<file path="config.mk">
export PLATFORM = sky130hd
export DESIGN_NAME = ct_had_serial_sm
export DESIGN_NICKNAME = d
export VERILOG_FILES = /design/src/rtl/ct_had_pkg.sv /design/src/rtl/ct_had_serial_sm.sv
export SDC_FILE = /design/constraint.sdc
export NUM_CORES = 1
export LEC_CHECK = 0
export BUFFER_PORTS_ARGS = -buffer_cell sky130_fd_sc_hd__buf_2
export CAP_MARGIN = 30
export CORE_MARGIN = 8
export CORE_UTILIZATION = 53
export DETAILED_ROUTE_END_ITERATION = 10
export GPL_ROUTABILITY_DRIVEN = 0
export PLACE_DENSITY = 0.81
export SLEW_MARGIN = 15
export SYNTH_ARGS = -nofsm -noshare
export SYNTH_HDL_FRONTEND = slang
export SYNTH_SLANG_ARGS = --single-unit
</file>
<file path="constraint.sdc">
create_clock -name forever_cpuclk -period 2.9 [get_ports forever_cpuclk]
set_input_delay 0.145 -clock forever_cpuclk [delete_from_list [all_inputs] [get_ports forever_cpuclk]]
set_output_delay 0.145 -clock forever_cpuclk [all_outputs]
set_load 0.02 [all_outputs]
</file>
<file path="src/rtl/ct_had_pkg.sv">
// ---------------------------------------------------------------------------
// ct_had_pkg
// Shared definitions for the HAD serial front end: field widths, the start
// bit value, the position of the read/write flag inside HACR and the one-hot
// state encoding of the serial state machine.
// ---------------------------------------------------------------------------
package ct_had_pkg;

    localparam int   HAD_HACR_W  = 16;
    localparam int   HAD_DATA_W  = 64;
    localparam int   HAD_CNT_W   = 7;
    localparam logic START_BIT   = 1'b0;
    localparam int   HACR_RW_BIT = 15;

    // One-hot state encoding, one bit per protocol step
    typedef enum logic [10:0] {
        ST_IDLE = 11'b000_0000_0001,
        ST_HACR = 11'b000_0000_0010,
        ST_HPAR = 11'b000_0000_0100,
        ST_UPDT = 11'b000_0000_1000,
        ST_DEC  = 11'b000_0001_0000,
        ST_LOAD = 11'b000_0010_0000,
        ST_RDAT = 11'b000_0100_0000,
        ST_RPAR = 11'b000_1000_0000,
        ST_WDAT = 11'b001_0000_0000,
        ST_WPAR = 11'b010_0000_0000,
        ST_WEN  = 11'b100_0000_0000
    } sm_state_e;

endpackage

</file>
<file path="src/rtl/ct_had_serial_sm.sv">
// ---------------------------------------------------------------------------
// ct_had_serial_sm
// Serial front end of the HAD register interface. Deserialises the host bit
// stream (start bit, HACR + odd parity, then write data + odd parity) or
// serialises the selected register read data + odd parity back to the host.
// Bits travel LSB first; all shifting is qualified by jtg_sm_bit_vld.
//
// Ports
//   forever_cpuclk     in   free-running core clock
//   cpurst_b           in   async reset, active low
//   jtg_sm_bit_vld     in   one-cycle pulse marking a serial bit slot
//   jtg_sm_tdi         in   serial input bit, valid with bit_vld
//   jtg_sm_abort       in   level, abandons the current transfer
//   ir_sm_hacr_rw      in   HACR read/write flag from the decoder (1 = read)
//   regs_serial_data   in   selected register read data
//   sm_ir_update_hacr  out  pulse: load serial_xx_data[HACR_W-1:0] into HACR
//   serial_xx_data     out  shift register contents
//   sm_xx_regs_wen     out  pulse: write serial_xx_data to the selected reg
//   sm_jtg_tdo         out  serial output bit
//   sm_jtg_tdo_oe      out  tdo output enable
//   sm_xx_parity_err   out  pulse on a parity mismatch
//   sm_jtg_busy        out  high whenever a transfer is in progress
// ---------------------------------------------------------------------------
module ct_had_serial_sm
    import ct_had_pkg::*;
#(
    parameter int HACR_W = HAD_HACR_W,
    parameter int DATA_W = HAD_DATA_W,
    parameter int CNT_W  = HAD_CNT_W
) (
    input  logic              forever_cpuclk,
    input  logic              cpurst_b,
    input  logic              jtg_sm_bit_vld,
    input  logic              jtg_sm_tdi,
    input  logic              jtg_sm_abort,
    input  logic              ir_sm_hacr_rw,
    input  logic [DATA_W-1:0] regs_serial_data,
    output logic              sm_ir_update_hacr,
    output logic [DATA_W-1:0] serial_xx_data,
    output logic              sm_xx_regs_wen,
    output logic              sm_jtg_tdo,
    output logic              sm_jtg_tdo_oe,
    output logic              sm_xx_parity_err,
    output logic              sm_jtg_busy
);

    // Odd parity over the HACR field
    function automatic logic odd_par_hacr(input logic [HACR_W-1:0] field);
        return ~^field;
    endfunction

    // Odd parity over the data field
    function automatic logic odd_par_data(input logic [DATA_W-1:0] field);
        return ~^field;
    endfunction

    sm_state_e         state_r;
    sm_state_e         state_nxt_s;
    logic [DATA_W-1:0] shift_r;
    logic [DATA_W-1:0] shift_nxt_s;
    logic [CNT_W-1:0]  cnt_r;
    logic [CNT_W-1:0]  cnt_nxt_s;
    logic [CNT_W-1:0]  cnt_inc_s;
    logic              rpar_r;
    logic              hacr_last_s;
    logic              data_last_s;
    logic              hpar_ok_s;
    logic              wpar_ok_s;
    logic              bit_s;

    // An aborted slot never counts as a bit
    assign bit_s       = jtg_sm_bit_vld & ~jtg_sm_abort;
    assign hacr_last_s = (cnt_r == CNT_W'(HACR_W - 1));
    assign data_last_s = (cnt_r == CNT_W'(DATA_W - 1));
    assign hpar_ok_s   = (jtg_sm_tdi == odd_par_hacr(shift_r[HACR_W-1:0]));
    assign wpar_ok_s   = (jtg_sm_tdi == odd_par_data(shift_r));
    assign serial_xx_data = shift_r;

    // Saturating bit counter increment
    always_comb begin
        cnt_inc_s = cnt_r;
        if (cnt_r == CNT_W'(DATA_W)) begin
            cnt_inc_s = cnt_r;
        end else begin
            cnt_inc_s = cnt_r + CNT_W'(1);
        end
    end

    // State register
    always_ff @(posedge forever_cpuclk or negedge cpurst_b) begin
        if (!cpurst_b) begin
            state_r <= ST_IDLE;
        end else begin
            state_r <= state_nxt_s;
        end
    end

    // Next-state decode; abort overrides every state
    always_comb begin
        state_nxt_s = state_r;
        if (jtg_sm_abort) begin
            state_nxt_s = ST_IDLE;
        end else begin
            case (state_r)
                ST_IDLE: begin
                    if (jtg_sm_bit_vld && (jtg_sm_tdi == START_BIT)) begin
                        state_nxt_s = ST_HACR;
                    end else begin
                        state_nxt_s = ST_IDLE;
                    end
                end
                ST_HACR: begin
                    if (bit_s && hacr_last_s) begin
                        state_nxt_s = ST_HPAR;
                    end else begin
                        state_nxt_s = ST_HACR;
                    end
                end
                ST_HPAR: begin
                    if (bit_s) begin
                        state_nxt_s = hpar_ok_s ? ST_UPDT : ST_IDLE;
                    end else begin
                        state_nxt_s = ST_HPAR;
                    end
                end
                ST_UPDT: state_nxt_s = ST_DEC;
                // HACR register is valid in this cycle, so rw can be trusted
                ST_DEC:  state_nxt_s = ir_sm_hacr_rw ? ST_LOAD : ST_WDAT;
                ST_LOAD: state_nxt_s = ST_RDAT;
                ST_RDAT: begin
                    if (bit_s && data_last_s) begin
                        state_nxt_s = ST_RPAR;
                    end else begin
                        state_nxt_s = ST_RDAT;
                    end
                end
                ST_RPAR: begin
                    if (bit_s) begin
                        state_nxt_s = ST_IDLE;
                    end else begin
                        state_nxt_s = ST_RPAR;
                    end
                end
                ST_WDAT: begin
                    if (bit_s && data_last_s) begin
                        state_nxt_s = ST_WPAR;
                    end else begin
                        state_nxt_s = ST_WDAT;
                    end
                end
                ST_WPAR: begin
                    if (bit_s) begin
                        state_nxt_s = wpar_ok_s ? ST_WEN : ST_IDLE;
                    end else begin
                        state_nxt_s = ST_WPAR;
                    end
                end
                ST_WEN:  state_nxt_s = ST_IDLE;
                default: state_nxt_s = ST_IDLE;
            endcase
        end
    end

    // Shifter and counter next values; abort freezes both
    always_comb begin
        shift_nxt_s = shift_r;
        cnt_nxt_s   = cnt_r;
        if (jtg_sm_abort) begin
            shift_nxt_s = shift_r;
            cnt_nxt_s   = cnt_r;
        end else begin
            case (state_r)
                ST_IDLE: begin
                    if (jtg_sm_bit_vld && (jtg_sm_tdi == START_BIT)) begin
                        shift_nxt_s = '0;
                        cnt_nxt_s   = '0;
                    end else begin
                        shift_nxt_s = shift_r;
                    end
                end
                ST_HACR: begin
                    if (bit_s) begin
                        shift_nxt_s[HACR_W-1:0] = {jtg_sm_tdi, shift_r[HACR_W-1:1]};
                        cnt_nxt_s               = cnt_inc_s;
                    end else begin
                        cnt_nxt_s = cnt_r;
                    end
                end
                ST_DEC: cnt_nxt_s = '0;
                ST_LOAD: begin
                    shift_nxt_s = regs_serial_data;
                    cnt_nxt_s   = '0;
                end
                ST_RDAT: begin
                    if (bit_s) begin
                        shift_nxt_s = {1'b0, shift_r[DATA_W-1:1]};
                        cnt_nxt_s   = cnt_inc_s;
                    end else begin
                        cnt_nxt_s = cnt_r;
                    end
                end
                ST_WDAT: begin
                    if (bit_s) begin
                        shift_nxt_s = {jtg_sm_tdi, shift_r[DATA_W-1:1]};
                        cnt_nxt_s   = cnt_inc_s;
                    end else begin
                        cnt_nxt_s = cnt_r;
                    end
                end
                default: begin
                    shift_nxt_s = shift_r;
                    cnt_nxt_s   = cnt_r;
                end
            endcase
        end
    end

    // Shifter, counter and read-parity registers
    always_ff @(posedge forever_cpuclk or negedge cpurst_b) begin
        if (!cpurst_b) begin
            shift_r <= '0;
            cnt_r   <= '0;
            rpar_r  <= 1'b0;
        end else begin
            shift_r <= shift_nxt_s;
            cnt_r   <= cnt_nxt_s;
            // Parity of the whole read word must be taken before it shifts out
            if ((state_r == ST_LOAD) && !jtg_sm_abort) begin
                rpar_r <= odd_par_data(regs_serial_data);
            end else begin
                rpar_r <= rpar_r;
            end
        end
    end

    // Output decode; abort masks every pulse in its own cycle
    always_comb begin
        sm_ir_update_hacr = (state_r == ST_UPDT) & ~jtg_sm_abort;
        sm_xx_regs_wen    = (state_r == ST_WEN) & ~jtg_sm_abort;
        sm_xx_parity_err  = bit_s & (((state_r == ST_HPAR) & ~hpar_ok_s) |
                                     ((state_r == ST_WPAR) & ~wpar_ok_s));
        sm_jtg_busy       = (state_r != ST_IDLE);
        sm_jtg_tdo_oe     = (state_r == ST_RDAT) | (state_r == ST_RPAR);
        case (state_r)
            ST_RDAT: sm_jtg_tdo = shift_r[0];
            ST_RPAR: sm_jtg_tdo = rpar_r;
            default: sm_jtg_tdo = 1'b1;
        endcase
    end

endmodule

</file>
==> out/results.txt <==
Status = finished, final reports clean
Critical path endpoint category = primary output
Longest Clk Path Bufs = 2
Dpl cells = 811
Initial DRC Count = 409
Share of layout cells above drive strength 1 = 0.263
Initial antenna violation count = 0
Drt wl/cell = 18.2 um
Req. time, crit path = 2.76 ns
Fmax = 350 MHz
Number of fill cells = 789
# DRC = 0
Area Overhead vs Synth = 22.1%
Seq/Total Area, Yosys = 0.402
TritonCTS buffer count = 9
Number of global-route vias before repair = 4756
R2r setup slk = 0.15 ns
Post-synth top area cell = dfrtp_1
Hold Path Depth = 2
EDFF count, synth = 0
Net Count, Synth = 630
Synth Register Bits = 83
Routed wire length = 15200 um
Peak VDD IR = 1270 uV
Worst path cell trace = xnor2_2, xnor2_2, xnor3_1, xnor2_1, buf_4, xnor2_1, xnor2_1, buf_4, a21oi_1, nor2_1, buf_4
Die ar. = 13200 um2
Kind of critical path = reg2out
Reg2Reg Launch Point = state_r[1]$_DFF_PN0_
Crit Reg-Reg Endpoint = serial_xx_data[15]$_DFFE_PN0P_
Clock transition at the registers of the reported paths = 0.08 ns
Worst setup SP type = register
Max cap viols = 0
Clock tree root buffer cell = clkbuf_8
Endpoints failing hold = 0
Mean number of vias per cell = 5.77
Final worst path period share = 0.986
IO Port Bufs = 139
Clock Latency Late Sink = 0.36 ns
Clock sink total = 83
Clock period minus final worst setup slack = 2.86 ns
Die height = 115 um
Worst reg2reg path depth = 7
Main synth FF type = dfrtp_1
TritonCTS clock tree = done
Synth top area cells = dfrtp_1 40%, xnor2_1 19%, a22oi_1 9.2%, a21oi_1 6.6%, nor2_1 5.6%
Crit path buf inv count = 3
Rows = 36
Core area = 9590 um2
Detailed placement HPWL = 11100 um
Min-Delay Endpoint = state_r[5]$_DFF_PN0_
Synth unique cells = 48
Post-Syn Area per Cell = 9.26 um2
Top post-synthesis cells by count = 112 x xnor2_1, 82 x dfrtp_1, 77 x nor2_1, 68 x a21oi_1, 63 x a22oi_1
Antenna Violating Nets Remaining = 0
CP delay by family, top = XOR/XNOR gates
Fin Hold WS = 0.0676 ns
Critical Path Start = serial_xx_data[15]$_DFFE_PN0P_
P_leak = 0.00262 uW
Grt ovf = 0
I/O pin count = 140
H-Tree Depth = 3
Relative slew slack = 0.554
Synth warn = 0
Hold Path Origin = ir_sm_hacr_rw
Max stage delay on crit path = 0.45 ns
Top-area cell type share of the netlist area = 0.397
Final worst setup slack = 0.0405 ns
Top-count cell post-synth = xnor2_1
Fin nets = 767
Final Util = 0.658
Critical Path Slowest Stage Cell = dfrtp_2
Pre-antenna DRT Iters = 5
Crit Path Max Fanout = 4
Layout Skew = 0.00825 ns
Largest net degree at the start of global routing = 61
Worst-Margin Slew = 0.663 ns
Hold WC Path Type = in2reg
PD cells = 1110 nW/um2
Mapped Cells = 558
Unrepaired setup endpoints after global routing = yes
Ant diodes = 0
Final setup fails = 0
First-pass GRT wire length = 23900 um
Mapped Area = 5160 um2
All-layer global routing usage = 0.228
Starting Density = 0.538
Die Span X = 115 um
Layout Cells excl Fill = 833
Pre-CTS setup slack = 0.209 ns
Max Slew Vio Count = 0
Post-synthesis async set-or-reset flop share = 1.00
Via count = 4804
CP arrival = 2.71 ns
flip-flops by register name (all words and copies together), names as in the netlist:
name            flops
state_r            11
serial_xx_data     64
rpar_r              1
cnt_r               7
worst max path at each step:
stage	cells past startpoint	to
after floorplan	8	state_r[7]$_DFF_PN0_
after global placement	7	serial_xx_data[15]$_DFFE_PN0P_
after detailed placement	9	serial_xx_data[24]$_DFFE_PN0P_
after CTS	11	sm_xx_parity_err
after global routing	11	sm_xx_parity_err
final	11	sm_xx_parity_err
power by group:
part | switching, uW | internal (uW) | leakage [uW]
logic | 2160 | 2150 | 0.00150
registers | 411 | 1450 | 0.00102
clock network | 419 | 423 | 0.0000947
total | 2990 | 4030 | 0.00262
cell families after synthesis:
| family | Yosys count | synth area share |
|---|---|---|
| flip-flops | 83 | 0.402 |
| AND/OR/NAND/NOR | 144 | 0.137 |
| XOR/XNOR | 134 | 0.230 |
| multiplexers | 2 | 0.00412 |
| adder cells (fa/ha/maj) | 2 | 0.00484 |
| buffers and inverters | 38 | 0.0329 |
| AO/OA/AOI/OAI | 155 | 0.189 |
cells in the final DEF, fill, tap and decap left out, types with 2 or more instances in the layout:
master	count
nand2_1	11
o22ai_1	4
or2_1	2
nor3_1	11
buf_12	2
nor2_1	77
a21oi_1	67
nand2b_1	6
clkbuf_8	10
clkbuf_1	4
xor2_1	21
nor2b_1	5
or3_1	5
a21oi_2	2
dfrtp_1	81
a22oi_1	63
xnor2_1	109
ha_1	2
nor4_1	4
and3_1	2
nor4b_1	2
xnor2_2	3
o21ai_0	9
buf_2	137
and2_1	2
buf_4	16
nand3_1	4
inv_1	6
a211oi_1	2
or4_1	2
what timing repair did:
action / CTS / global route
buffers inserted: 1 / 4
pin swaps: 2 / 5
endpoints found under the setup margin: 1 / 10
gates resized for setup: 0 / 7
cloned: 0 / 0
endpoints found under the hold margin: 40 / 0
hold buffers: 1 / 0
through the flow:
stage / setup TNS (ns) / cell area, um2 / power [uW]
2_1_floorplan: 0 / 5160 / 4520
3_3_place_gp: 0 / 6010 / 5370
3_5_place_dp: 0 / 6040 / 5450
4_1_cts: 0 / 6240 / 6920
5_1_grt: -0.0481 / 6310 / 7420
6_report: 0 / 6310 / 7010
area by class of cell:
class,instances,area (um2),area share
Multi-Input combinational cell,437,2960,0.469
Tap cell,133,166,0.0264
Clock buffer,14,153,0.0242
Inverter,6,22.5,0.00357
Sequential cell,83,2080,0.330
Timing Repair Buffer,158,895,0.142
Clock inverter,2,35.0,0.00555
metal layers:
layer,wire length (um),vias up,share of wire,GRT usage
li1,-,2225,-,-
met1,6310,2352,0.42,0.284
met2,7610,199,0.50,0.380
met3,918,28,0.061,0.0501
met4,330,0,0.022,0.0858
met5,0,-,0,0
Power figures use the tool's default switching activity.
